`config.mk`:
```
export PLATFORM = sky130hd
export DESIGN_NAME = time_slot_seq
export DESIGN_NICKNAME = d
export VERILOG_FILES = /design/src/rtl/time_slot_pkg.sv /design/src/rtl/tss_next_slot.sv /design/src/rtl/time_slot_seq.sv
export SDC_FILE = /design/constraint.sdc
export NUM_CORES = 1
export LEC_CHECK = 0
export ABC_AREA = 1
export CORE_MARGIN = 2
export CORE_UTILIZATION = 40
export CTS_CLUSTER_DIAMETER = 60
export DETAILED_ROUTE_END_ITERATION = 8
export PLACE_DENSITY = 0.68
export SLEW_MARGIN = 5
export SYNTH_ARGS = -nofsm -noshare
export SYNTH_HDL_FRONTEND = slang
export SYNTH_SLANG_ARGS = --single-unit
```
`constraint.sdc`:
```
create_clock -name clk -period 5.4 [get_ports clk]
set_clock_uncertainty 0.2 [all_clocks]
set_input_delay 1.62 -clock clk [delete_from_list [all_inputs] [get_ports clk]]
set_output_delay 1.62 -clock clk [all_outputs]
set_load 0.05 [all_outputs]
```
`src/rtl/time_slot_pkg.sv`:
```
// ----------------------------------------------------------------------------
// time_slot_pkg
// Shared definitions for the time-slot frame sequencer:
//   state_t      - sequencer FSM states (IDLE, SLOT, GAP)
//   clog2()      - ceiling log2, used to size slot-index buses
//   SLOT_W       - slot-index width for the default 4-slot configuration
// ----------------------------------------------------------------------------
package time_slot_pkg;

    typedef enum logic [1:0] {
        IDLE = 2'd0,
        SLOT = 2'd1,
        GAP  = 2'd2
    } state_t;

    // Smallest r with 2**r >= n (n = 1 gives 0).
    function automatic int clog2(input int n);
        int r;
        r = 0;
        for (int i = 0; i < 31; i++) begin
            if ((1 << i) < n) begin
                r = i + 1;
            end
        end
        return r;
    endfunction

    localparam int DEF_N_SLOTS = 4;
    localparam int SLOT_W      = clog2(DEF_N_SLOTS);

endpackage

```
`src/rtl/tss_next_slot.sv`:
```
// ----------------------------------------------------------------------------
// tss_next_slot
// Combinational slot picker.
// Ports:
//   i_mask   in   N_SLOTS     one bit per slot, 1 = slot has nonzero length
//   i_cur    in   SLOT_IDX_W  index of the current slot
//   o_next   out  SLOT_IDX_W  lowest valid index strictly above i_cur
//   o_found  out  1           o_next is valid
//   o_low    out  SLOT_IDX_W  lowest valid index overall
//   o_any    out  1           at least one valid slot exists
// ----------------------------------------------------------------------------
module tss_next_slot
    import time_slot_pkg::*;
#(
    parameter int N_SLOTS = 4
) (
    input  logic [N_SLOTS-1:0]        i_mask,
    input  logic [clog2(N_SLOTS)-1:0] i_cur,
    output logic [clog2(N_SLOTS)-1:0] o_next,
    output logic                      o_found,
    output logic [clog2(N_SLOTS)-1:0] o_low,
    output logic                      o_any
);

    localparam int SLOT_IDX_W = clog2(N_SLOTS);

    // Scan from the top down so the last hit written is the lowest index.
    always_comb begin
        o_next  = '0;
        o_found = 1'b0;
        o_low   = '0;
        for (int k = N_SLOTS - 1; k >= 0; k--) begin
            if (i_mask[k]) begin
                o_low = SLOT_IDX_W'(k);
                if (SLOT_IDX_W'(k) > i_cur) begin
                    o_next  = SLOT_IDX_W'(k);
                    o_found = 1'b1;
                end
            end
        end
        o_any = |i_mask;
    end

endmodule

```
`src/rtl/time_slot_seq.sv`:
```
// ----------------------------------------------------------------------------
// time_slot_seq
// Frame sequencer: on i_sync walks the nonzero-length slots in ascending
// index order, optionally separated by an idle gap, for 1 + repeat passes.
// Ports:
//   clk, rst_n       clock, asynchronous active-low reset
//   i_sync           frame start / restart pulse (latches i_len/i_gap/i_repeat)
//   i_abort          stop the sequence, wins over a simultaneous i_sync
//   i_len            packed slot lengths, slot k = [k*LEN_W +: LEN_W], 0 = skip
//   i_gap            idle cycles between active slots and between passes
//   i_repeat         extra passes after the first
//   o_slot           current slot index, held while idle or in a gap
//   o_slot_active    high on slot cycles
//   o_slot_sync      pulse on the first cycle of each slot
//   o_frame_sync     pulse on the first slot cycle of each pass
//   o_complete       pulse when the sequence ends normally
//   o_busy           high from the first slot cycle until the sequence ends
//   o_tick           cycle index within the slot, 0 outside slots
// All outputs come straight from registers.
// ----------------------------------------------------------------------------
module time_slot_seq
    import time_slot_pkg::*;
#(
    parameter int N_SLOTS = 4,
    parameter int LEN_W   = 16,
    parameter int GAP_W   = 8,
    parameter int REP_W   = 8
) (
    input  logic                       clk,
    input  logic                       rst_n,
    input  logic                       i_sync,
    input  logic                       i_abort,
    input  logic [N_SLOTS*LEN_W-1:0]   i_len,
    input  logic [GAP_W-1:0]           i_gap,
    input  logic [REP_W-1:0]           i_repeat,
    output logic [clog2(N_SLOTS)-1:0]  o_slot,
    output logic                       o_slot_active,
    output logic                       o_slot_sync,
    output logic                       o_frame_sync,
    output logic                       o_complete,
    output logic                       o_busy,
    output logic [LEN_W-1:0]           o_tick
);

    localparam int SW = clog2(N_SLOTS);

    state_t                   r_state, w_state_nxt;
    logic [SW-1:0]            r_slot, w_slot_nxt;
    logic [SW-1:0]            r_pend_slot, w_pend_slot_nxt;
    logic                     r_pend_frame, w_pend_frame_nxt;
    logic [LEN_W-1:0]         r_tick, w_tick_nxt;
    logic [GAP_W-1:0]         r_gap_cnt, w_gap_cnt_nxt;
    logic [REP_W-1:0]         r_pass, w_pass_nxt;
    logic [N_SLOTS*LEN_W-1:0] r_len_sh, w_len_sh_nxt;
    logic [GAP_W-1:0]         r_gap_sh, w_gap_sh_nxt;
    logic [REP_W-1:0]         r_rep_sh, w_rep_sh_nxt;
    logic                     r_active, w_active_nxt;
    logic                     r_slot_sync, w_slot_sync_nxt;
    logic                     r_frame_sync, w_frame_sync_nxt;
    logic                     r_complete, w_complete_nxt;
    logic                     r_busy, w_busy_nxt;

    logic [LEN_W-1:0]         w_len_arr [N_SLOTS];
    logic [N_SLOTS-1:0]       w_sh_mask, w_in_mask, w_mask_sel;
    logic [LEN_W-1:0]         w_cur_len;
    logic                     w_slot_last, w_gap_last;
    logic [SW-1:0]            w_next_idx, w_low_idx;
    logic                     w_next_found, w_low_any;

    always_comb begin
        for (int k = 0; k < N_SLOTS; k++) begin
            w_len_arr[k] = r_len_sh[k*LEN_W +: LEN_W];
            w_sh_mask[k] = |r_len_sh[k*LEN_W +: LEN_W];
            w_in_mask[k] = |i_len[k*LEN_W +: LEN_W];
        end
    end

    // On a sync cycle the lowest slot must come from the incoming lengths,
    // otherwise from the latched ones; a single picker serves both.
    assign w_mask_sel = i_sync ? w_in_mask : w_sh_mask;

    tss_next_slot #(
        .N_SLOTS (N_SLOTS)
    ) u_next_slot (
        .i_mask  (w_mask_sel),
        .i_cur   (r_slot),
        .o_next  (w_next_idx),
        .o_found (w_next_found),
        .o_low   (w_low_idx),
        .o_any   (w_low_any)
    );

    // Compares are one bit wider so L = 2**LEN_W-1 (and G = 2**GAP_W-1) work.
    assign w_cur_len   = w_len_arr[r_slot];
    assign w_slot_last = (({1'b0, r_tick} + (LEN_W+1)'(1)) == {1'b0, w_cur_len});
    assign w_gap_last  = (({1'b0, r_gap_cnt} + (GAP_W+1)'(1)) == {1'b0, r_gap_sh});

    always_ff @(posedge clk or negedge rst_n) begin
        if (!rst_n) begin
            r_state      <= IDLE;
            r_slot       <= '0;
            r_pend_slot  <= '0;
            r_pend_frame <= 1'b0;
            r_tick       <= '0;
            r_gap_cnt    <= '0;
            r_pass       <= '0;
            r_len_sh     <= '0;
            r_gap_sh     <= '0;
            r_rep_sh     <= '0;
            r_active     <= 1'b0;
            r_slot_sync  <= 1'b0;
            r_frame_sync <= 1'b0;
            r_complete   <= 1'b0;
            r_busy       <= 1'b0;
        end else begin
            r_state      <= w_state_nxt;
            r_slot       <= w_slot_nxt;
            r_pend_slot  <= w_pend_slot_nxt;
            r_pend_frame <= w_pend_frame_nxt;
            r_tick       <= w_tick_nxt;
            r_gap_cnt    <= w_gap_cnt_nxt;
            r_pass       <= w_pass_nxt;
            r_len_sh     <= w_len_sh_nxt;
            r_gap_sh     <= w_gap_sh_nxt;
            r_rep_sh     <= w_rep_sh_nxt;
            r_active     <= w_active_nxt;
            r_slot_sync  <= w_slot_sync_nxt;
            r_frame_sync <= w_frame_sync_nxt;
            r_complete   <= w_complete_nxt;
            r_busy       <= w_busy_nxt;
        end
    end

    always_comb begin
        w_state_nxt      = r_state;
        w_slot_nxt       = r_slot;
        w_pend_slot_nxt  = r_pend_slot;
        w_pend_frame_nxt = r_pend_frame;
        w_tick_nxt       = r_tick;
        w_gap_cnt_nxt    = r_gap_cnt;
        w_pass_nxt       = r_pass;
        w_len_sh_nxt     = r_len_sh;
        w_gap_sh_nxt     = r_gap_sh;
        w_rep_sh_nxt     = r_rep_sh;
        w_active_nxt     = r_active;
        w_busy_nxt       = r_busy;
        w_slot_sync_nxt  = 1'b0;
        w_frame_sync_nxt = 1'b0;
        w_complete_nxt   = 1'b0;

        if (i_abort) begin
            w_state_nxt  = IDLE;
            w_active_nxt = 1'b0;
            w_busy_nxt   = 1'b0;
            w_tick_nxt   = '0;
        end else if (i_sync) begin
            w_len_sh_nxt = i_len;
            w_gap_sh_nxt = i_gap;
            w_rep_sh_nxt = i_repeat;
            w_pass_nxt   = '0;
            w_tick_nxt   = '0;
            if (w_low_any) begin
                w_state_nxt      = SLOT;
                w_slot_nxt       = w_low_idx;
                w_active_nxt     = 1'b1;
                w_busy_nxt       = 1'b1;
                w_slot_sync_nxt  = 1'b1;
                w_frame_sync_nxt = 1'b1;
            end else begin
                // Nothing to play: finish immediately without going busy.
                w_state_nxt    = IDLE;
                w_active_nxt   = 1'b0;
                w_busy_nxt     = 1'b0;
                w_complete_nxt = 1'b1;
            end
        end else begin
            case (r_state)
                SLOT: begin
                    if (!w_slot_last) begin
                        w_tick_nxt = r_tick + LEN_W'(1);
                    end else if (!w_next_found && (r_pass == r_rep_sh)) begin
                        w_state_nxt    = IDLE;
                        w_active_nxt   = 1'b0;
                        w_busy_nxt     = 1'b0;
                        w_tick_nxt     = '0;
                        w_complete_nxt = 1'b1;
                    end else begin
                        // Either a higher slot in this pass, or wrap to the
                        // lowest slot of the next pass.
                        w_tick_nxt = '0;
                        if (w_next_found) begin
                            w_pend_slot_nxt  = w_next_idx;
                            w_pend_frame_nxt = 1'b0;
                        end else begin
                            w_pend_slot_nxt  = w_low_idx;
                            w_pend_frame_nxt = 1'b1;
                            w_pass_nxt       = r_pass + REP_W'(1);
                        end
                        if (r_gap_sh != '0) begin
                            w_state_nxt   = GAP;
                            w_gap_cnt_nxt = '0;
                            w_active_nxt  = 1'b0;
                        end else begin
                            w_state_nxt      = SLOT;
                            w_slot_nxt       = w_pend_slot_nxt;
                            w_slot_sync_nxt  = 1'b1;
                            w_frame_sync_nxt = w_pend_frame_nxt;
                        end
                    end
                end
                GAP: begin
                    if (w_gap_last) begin
                        w_state_nxt      = SLOT;
                        w_slot_nxt       = r_pend_slot;
                        w_active_nxt     = 1'b1;
                        w_slot_sync_nxt  = 1'b1;
                        w_frame_sync_nxt = r_pend_frame;
                        w_tick_nxt       = '0;
                    end else begin
                        w_gap_cnt_nxt = r_gap_cnt + GAP_W'(1);
                    end
                end
                default: begin
                    w_state_nxt = IDLE;
                end
            endcase
        end
    end

    assign o_slot        = r_slot;
    assign o_slot_active = r_active;
    assign o_slot_sync   = r_slot_sync;
    assign o_frame_sync  = r_frame_sync;
    assign o_complete    = r_complete;
    assign o_busy        = r_busy;
    assign o_tick        = r_tick;

endmodule

```
# Yosys cells after proc, flatten, opt, wreduce, memory -nomap -nowiden

Index checks and enable logic that the tools add are counted.

Bits in registers: 124
Input bits: 84
Output and inout port bits: 23
Logic and storage cells: 166

Add/subtract/negate cells: 5
Order comparisons: 5
Equality and inequality tests: 19
Mux-type cells: 89
Bitwise gates (word level): 4
Reductions and logical operators: 29

Operators by type and width:

| cell                    | number |
|---|---|
| $reduce_or A16 Y1       | 8 |
| $mux W16                | 6 |
| $mux W8                 | 9 |
| $mux W2                 | 25 |
| $mux W1                 | 40 |
| $bmux W16 S2            | 1 |
| $pmux W16 S2            | 1 |
| $add A16 B1 Y17 const B | 1 |
| $eq A17 B16 Y1          | 1 |
| $add A16 B1 Y16 const B | 1 |
| $add A8 B1 Y8 const B   | 2 |
| $pmux W8 S2             | 1 |
| $reduce_and A7 Y1       | 2 |
| $ne A2 B2 Y1 const B    | 6 |
| $ne A3 B3 Y1 const B    | 4 |
| $reduce_bool A3 Y1      | 4 |
| $reduce_and A5 Y1       | 2 |
| $add A8 B1 Y9 const B   | 1 |
| $eq A9 B8 Y1            | 1 |
| $eq A8 B8 Y1            | 1 |
| $ne A4 B4 Y1 const B    | 2 |
| $pmux W2 S2             | 2 |
| $reduce_bool A8 Y1      | 1 |
| $pmux W1 S2             | 3 |
| other kinds (18)        | 26 |

# Longest topological paths before layout

Gate-level depths: netlist (run 1).

Word-level depth: 16
Mapped depth: 19
Gate-level depth less buffers: 16

# Cells and area by module

A second synthesis (run 1) with hierarchy kept.

Cell total of the unflattened synthesis: 1070
Area, all modules: 7492.2 um^2

Modules (own cells, without submodules):

| module        | instances | cells each | area an instance (um^2) | seq. area each (um^2) |
|---|---|---|---|---|
| time_slot_seq | 1         | 1049       | 7395.8                  | 3103.0 |
| tss_next_slot | 1         | 21         | 96.3                    | 0.0 |

# Worst setup path after synthesis (run 1)

No wires, ideal clock.

Path type: input to register
From: input port i_sync
To: register r_gap_sh[0]
Setup time: 125 ps
Arrival: 3006 ps
Data required time: 5075 ps
Setup slack: 2069 ps
Stages: 6
Buffers on the path: 4
Cell sequence: buf_2 clkbuf_1 nand2_1 clkbuf_1 buf_1 mux2_2

Word-level cells in the longest chain between the ends: 1

RTL lines:

| element                     | line                 | RTL |
|---|---|---|
| from (decl)                 | time_slot_seq.sv:31  | `input logic i_sync,` |
| $reduce_and A2 Y1 (no line) | n/a                  |  |
| to (signal assigned)        | time_slot_seq.sv:124 | `r_gap_sh <= w_gap_sh_nxt;` |
| to (decl)                   | time_slot_seq.sv:55  | `logic [GAP_W-1:0] r_gap_sh, w_gap_sh_nxt;` |

Every way passes these cells.
A chain may end at the register's enable or synchronous reset.

# Final worst setup path (run 1)

From: input port i_sync
To: register r_gap_cnt[5]

Word-level cells in the longest chain between the ends: 12
Elaborated cells between the ends (all ways): 13
Those cells by class: 1 x eq/ne; 8 x mux; 1 x bitwise; 3 x reduce/logical

RTL lines:

| element                         | line                 | RTL |
|---|---|---|
| $mux W4                         | time_slot_seq.sv:80  | `assign w_mask_sel = i_sync ? w_in_mask : w_sh_mask;` |
| $mux W1                         | tss_next_slot.sv:33  | `if (i_mask[k]) begin` |
| $mux W1                         | tss_next_slot.sv:35  | `if (SLOT_IDX_W'(k) > i_cur) begin` |
| $mux W1                         | tss_next_slot.sv:33  |  |
| $mux W1                         | tss_next_slot.sv:35  |  |
| $mux W1                         | tss_next_slot.sv:33  |  |
| $mux W1                         | tss_next_slot.sv:35  |  |
| $mux W1                         | tss_next_slot.sv:33  |  |
| $logic_not A1 Y1                | time_slot_seq.sv:181 | `end else if (!w_next_found && (r_pass == r_rep_sh)) begin` |
| $logic_and A1 B1 Y1             | time_slot_seq.sv:181 |  |
| $ne A2 B2 Y1 (no line)          | n/a                  |  |
| $reduce_and A7 Y1 (no line) (*) | n/a                  |  |
| to (signal assigned)            | time_slot_seq.sv:121 | `r_gap_cnt <= w_gap_cnt_nxt;` |
| to (decl)                       | time_slot_seq.sv:52  | `logic [GAP_W-1:0] r_gap_cnt, w_gap_cnt_nxt;` |

Every way passes the cells marked *; elsewhere a longest branch is shown, timed or not.

==> flow_metrics.py, run 1 <==
metrics = {
    "cts": {
        "clkTransAtPathRegs_ns": 0.06,
        "cts_buffers": 17,
        "cts_root_buf": "clkbuf_16",
        "cts_tree": "yes",
        "clk_latency_ns": 0.42,
        "cts_hold_buf": 0,
        "h-tree-depth": 4,
        "cts_buffer_depth": 2,
        "cts_resized": 0,
        "post_cts_buffers": 0,
        "clock_sinks": 124,
    },
    "cells_and_area": {
        "regArea_um2": 3100,
        "areaGrowthSynthToFinish_pct": 23.6,
        "final_common_cell": "nand2_1",
        "final_cell_mix": "nand2_1, inv_1, nor2_1",
        "diodes": 0,
        "layout-drive-gt1-share": 0.0864,
        "final_area_um2": 9460,
        "utilization": 0.504,
        "nets": 1281,
        "n_fill_cell": 1779,
        "multi_input_area_um2": 3840,
    },
    "power_and_ir_drop": {
        "total_switching_power_uw": 941,
        "swShare": 0.325,
        "peakVddDrop_uv": 238,
        "leakage_nw": 4.48,
        "p_int_mw": 1.95,
        "p_seq_frac": 0.380,
        "p_comb_frac": 0.240,
        "pwr-share-clk": 0.380,
        "p_per_area_nw_per_um2": 306,
    },
    "place": {
        "dp_hpwl_um": 15400,
        "placed_area_um2": 8900,
        "port_buffers": 106,
        "dpl_worst_slack_ns": 0.990,
        "gp_congestion": 0.916,
    },
    "detailed_routing": {
        "drt_wl_total_um": 20500,
        "first_pass_iters": 5,
        "wl_per_cell_um": 14.2,
        "ant_nets": 0,
        "drc": 0,
        "vias_per_cell": 5.05,
        "drtIter0Drc": 557,
        "vias": 7259,
    },
    "critical_path": {
        "crit_fanout": 16,
        "start_kind": "input port",
        "critPathRequiredTime_ns": 5.50,
        "arrival_ns": 4.13,
        "end_kind": "register",
        "crit_type": "in -> reg",
    },
    "sta": {
        "setup_violations": 0,
        "layout_setup_ws_ns": 1.37,
        "max_slew.worst_pin.slew_ns": 0.866,
        "fin_crit_sh": 0.746,
        "timing.hold.ws_ns": 0.285,
        "rsz0062_at_grt": "no",
        "period_needed_ns": 4.03,
        "tns_ns": 0,
        "fmax_mhz": 248,
        "relSlewSlack": 0.422,
        "hold_violations": 0,
        "final_max_slew_viol_count": 0,
    },
    "synth": {
        "synth_nets": 1185,
        "syn_inst": 1096,
        "yosys_warnings": 0,
        "yosysSeqAreaShare": 0.405,
        "ys_types": 37,
        "syn_avg_cell_area_um2": 6.98,
        "syn-cell-area_um2": 7650,
        "synth-seq-cells": 124,
    },
    "run": {
        "maxCapViolCount": 0,
    },
    "die": {
        "die_x_um": 142,
        "initial_core_util": 0.408,
        "die_h_um": 142,
        "rows": 50,
        "pin_count": 107,
        "core_area_um2": 18800,
        "dieArea_um2": 20300,
    },
    "grt": {
        "overflow": 0,
        "grt_pass1_vias": 6804,
        "grt_pass1_wl_um": 33800,
        "antenna_found_initial": 0,
        "grt_max_degree": 74,
        "track_usage": 0.212,
    },
    "hold_path": {
        "hold_path.class": "reg -> reg",
    },
    "outcome": {
        "status": "completed",
    },
}
through the flow:
step,power [mW],instances
6_report,2.89,1438
3_3_place_gp,1.79,1407
5_1_grt,3.04,1438
4_1_cts,2.90,1438
2_1_floorplan,1.56,1096
3_5_place_dp,1.80,1407
final cells by class:
class | instances | share of cell area
tap | 234 | 0.0309
clock inverter | 9 | 0.00952
timing repair buffer | 113 | 0.119
inverter | 144 | 0.0574
sequential | 124 | 0.328
clock buffer | 22 | 0.0501
multi-input combinational | 792 | 0.405
state kept, by name, summed over array words and instances, names as in the netlist:
signal and flops:
r_len_sh 64, o_tick 16, r_gap_cnt 8, r_gap_sh 8, r_pass 8, r_rep_sh 8
o_slot 2, r_pend_slot 2, r_state 2, o_busy 1, o_complete 1, o_frame_sync 1
o_slot_active 1, o_slot_sync 1, r_pend_frame 1
path summary, 6_finish.rpt:
path,startpoint,endpoint,slack [ns],depth (start not counted)
hold / removal,o_slot_active,o_slot_active,0.28,2
min in group asynchronous,rst_n,r_len_sh[9],1.10,1
max in group asynchronous,rst_n,r_gap_cnt[5],2.93,2
setup / recovery,i_sync,r_gap_cnt[5],1.37,12
setup reg to reg,o_slot[1],o_tick[13],2.55,14
hold reg to reg,o_slot_active,o_slot_active,0.28,2
critical path, cell delays in order:
cell and delay [ns]:
clkdlybuf4s50_1 0.77, inv_1 0.34, nand3_1 0.17, nor2_1 0.05, nand3_1 0.07, nand3_1 0.10, nand4_1 0.25, inv_1 0.09
o22ai_1 0.21, nand3_4 0.25, nand2_1 0.14, o21ai_2 0.05
synthesized netlist by cell type:
| cell type | number | area, µm² |
|---|---|---|
| ha_1 | 5 | 62.6 |
| o21ai_0 | 66 | 330 |
| o21ai_2 | 9 | 78.8 |
| inv_4 | 1 | 6.26 |
| nand2_1 | 338 | 1270 |
| and2_1 | 1 | 6.26 |
| o21ai_1 | 16 | 80.1 |
| buf_6 | 2 | 22.5 |
| nand3_4 | 2 | 35.0 |
| inv_1 | 140 | 526 |
| buf_1 | 4 | 15.0 |
| o31ai_1 | 2 | 15.0 |
| nor4_1 | 2 | 12.5 |
| o22ai_1 | 1 | 6.26 |
| or2_2 | 9 | 56.3 |
| nand4_1 | 16 | 100 |
| clkbuf_1 | 15 | 56.3 |
| nor2_4 | 3 | 33.8 |
| nand2_2 | 7 | 43.8 |
| dfrtp_1 | 124 | 3100 |
| a31oi_2 | 1 | 12.5 |
| nand3b_1 | 9 | 67.6 |
| inv_2 | 3 | 11.3 |
| buf_4 | 4 | 30.0 |
| nor3_1 | 5 | 25.0 |
| nor2_2 | 3 | 18.8 |
| a21oi_1 | 25 | 125 |
| xor2_1 | 7 | 61.3 |
| mux2_2 | 26 | 293 |
| nor2_1 | 129 | 484 |
| nand3_2 | 1 | 10.0 |
| o211ai_1 | 2 | 15.0 |
| a21boi_0 | 1 | 7.51 |
| nand3_1 | 93 | 465 |
| xnor2_1 | 12 | 105 |
| buf_2 | 11 | 55.1 |
| a31o_2 | 1 | 8.76 |
power by group through the flow:
stage               Clock, mW  Sequential, mW  Combinational [mW]
floorplan                   0            1.11               0.442
global placement            0            1.11               0.674
detailed placement          0            1.11               0.682
CTS                      1.11            1.10               0.689
global route             1.15            1.11               0.779
finish                   1.10            1.10               0.694
kinds of logic (layout without fill, tap and decap cells):
kind of cell | after synthesis | after routing | synth area share
multiplexers | 26 | 26 | 0.0383
XOR/XNOR | 19 | 19 | 0.0217
AND/OR/NAND/NOR | 618 | 618 | 0.343
buffers and inverters | 180 | 288 | 0.0943
AO/OA/AOI/OAI | 124 | 124 | 0.0888
adder cells (fa/ha/maj) | 5 | 5 | 0.00817
flip-flops | 124 | 124 | 0.405
routing by layer:
metal | GRT usage | wire length [µm] | vias up
li1 | - | - | 3661
met1 | 0.295 | 9800 | 3365
met2 | 0.335 | 9230 | 202
met3 | 0.0400 | 1050 | 31
met4 | 0.0662 | 389 | 0
met5 | 0 | 0 | -
(Power assumes the default switching activity.)
==> inputs of run 2 (changes only) <==
--- a/config.mk
+++ b/config.mk
@@ -10,7 +10,7 @@
 export CORE_UTILIZATION = 40
 export CTS_CLUSTER_DIAMETER = 60
 export DETAILED_ROUTE_END_ITERATION = 8
-export PLACE_DENSITY = 0.68
+export PLACE_DENSITY = 0.71
 export SLEW_MARGIN = 5
 export SYNTH_ARGS = -nofsm -noshare
 export SYNTH_HDL_FRONTEND = slang
==> constraint.sdc (replaced) <==
create_clock -name clk -period 3.7 [get_ports clk]
set_clock_uncertainty 0.2 [all_clocks]
set_input_delay 1.11 -clock clk [delete_from_list [all_inputs] [get_ports clk]]
set_output_delay 1.11 -clock clk [all_outputs]
set_load 0.05 [all_outputs]
==> flow_metrics.py, run 2 (synthesized netlist as in run 1, its figures left out) <==
metrics = {
    "die": {
        "rows": 50,
        "pin_count": 107,
        "initial_core_util": 0.408,
        "die_x_um": 142,
        "core_area_um2": 18800,
        "die_h_um": 142,
        "dieArea_um2": 20300,
    },
    "critical_path": {
        "critPathRequiredTime_ns": 2.39,
        "cpLargestDelayFamily": "buffers and inverters",
        "max_stage_delay_ns": 0.87,
        "crit_fanout": 8,
        "arrival_ns": 1.80,
        "crit_type": "reg -> out",
        "path_buf_inv": 1,
        "start_kind": "register",
        "worstPathCellList": "clkdlybuf4s50_1",
        "cpMaxStageDelayCell": "clkdlybuf4s50_1",
        "end_kind": "output pin",
    },
    "grt": {
        "grt_pass1_wl_um": 33500,
        "overflow": 0,
        "grt_max_degree": 42,
        "antenna_found_initial": 0,
        "grtUsageMet2": 0.324,
        "grt_util_met3": 0.0394,
        "grt_pass1_vias": 6843,
        "grt_most_used_layer": "met2",
        "grtUsageMet1": 0.291,
        "track_usage": 0.209,
    },
    "place": {
        "dp_hpwl_um": 15400,
        "port_buffers": 106,
        "dpl_worst_slack_ns": 0.128,
        "gp_congestion": 0.905,
    },
    "cts": {
        "h-tree-depth": 4,
        "post_cts_buffers": 0,
        "cts_buffers": 17,
        "cts_hold_buf": 0,
        "clkTransAtPathRegs_ns": 0.06,
        "cts_root_buf": "clkbuf_16",
        "cts_buffer_depth": 2,
        "cts_resized": 0,
        "clock_sinks": 124,
        "cts_tree": "yes",
        "clk_latency_ns": 0.43,
    },
    "detailed_routing": {
        "first_pass_iters": 5,
        "ant_nets": 0,
        "drc": 0,
        "wl_per_cell_um": 13.9,
        "vias_per_cell": 5.01,
        "drtIter0Drc": 574,
        "vias": 7256,
        "drt_wl_total_um": 20200,
    },
    "cells_and_area": {
        "top_register": "r_len_sh",
        "final_common_cell": "nand2_1",
        "nets": 1291,
        "final_cell_mix": "nand2_1, inv_1, nor2_1",
        "layout-drive-gt1-share": 0.0963,
        "n_fill_cell": 1833,
        "largest_reg_flops": 64,
        "diodes": 0,
        "areaGrowthSynthToFinish_pct": 25.0,
    },
    "sta": {
        "max_slew.worst_pin.slew_ns": 0.582,
        "fin_crit_sh": 0.842,
        "tns_ns": 0,
        "period_needed_ns": 3.11,
        "hold_violations": 0,
        "final_max_slew_viol_count": 0,
        "fmax_mhz": 321,
        "layout_setup_ws_ns": 0.585,
        "relSlewSlack": 0.612,
        "rsz0062_at_grt": "no",
        "setup_violations": 0,
    },
    "power_and_ir_drop": {
        "leakage_nw": 4.55,
        "p_per_area_nw_per_um2": 446,
        "peakVddDrop_uv": 325,
    },
    "hold_path": {
        "hold_path.class": "reg -> reg",
    },
    "run": {
        "maxCapViolCount": 0,
    },
    "outcome": {
        "status": "completed",
    },
}
-- run 2: layout make-up --
cell class	instances	area, µm²	share of cell area
Multi-Input combinational cell	792	3840	0.401
Clock inverter	12	114	0.0119
Clock buffer	20	467	0.0488
Tap cell	234	293	0.0306
Inverter	144	543	0.0568
Sequential cell	124	3100	0.324
Timing Repair Buffer	123	1210	0.127
-- run 2: final timing paths --
path	startpoint	slack, ns	to	cells after the start
max reg2reg	o_slot[0]	0.80	o_tick[13]	16
min	r_len_sh[0]	0.29	r_len_sh[0]	2
min in group asynchronous	rst_n	0.49	r_gap_cnt[3]	1
max	o_tick[2]	0.59	o_tick[2]	1
max in group asynchronous	rst_n	1.99	r_len_sh[45]	2
min reg2reg	r_len_sh[0]	0.29	r_len_sh[0]	2
-- run 2: routing by layer --
| layer | wire, µm | vias up | part of all wire |
|---|---|---|---|
| li1 | - | 3677 | - |
| met1 | 9560 | 3310 | 0.47 |
| met2 | 8960 | 230 | 0.44 |
| met3 | 1160 | 39 | 0.057 |
| met4 | 523 | 0 | 0.026 |
| met5 | 0 | - | 0 |
-- run 2: worst min-delay path, delay by kind of cell (launching register included) --
kind | cells | cell delay (ns)
AOI/OAI and AO/OA | 1 | 0.06
DFF | 1 | 0.34
and+or+nand+nor | 1 | 0.05
-- run 2: where the power goes --
group	internal, mW	leakage, nW	switching [mW]
registers	1.49	1.56	0.117
logic	0.396	2.71	0.625
clock network	0.980	0.275	0.654
total	2.87	4.55	1.40
-- run 2: per-stage QoR --
stage	std cells	power [mW]	hold WS (ns)	area, µm²	utilization
6_report	1449	4.26	0.287	9570	0.510
5_1_grt	1449	4.48	0.316	9570	0.510
4_1_cts	1449	4.27	0.288	9570	0.510
3_5_place_dp	1417	2.63	0.273	8990	0.479
3_3_place_gp	1417	2.62	0.269	8990	0.479
2_1_floorplan	1096	2.27	0.251	7650	-
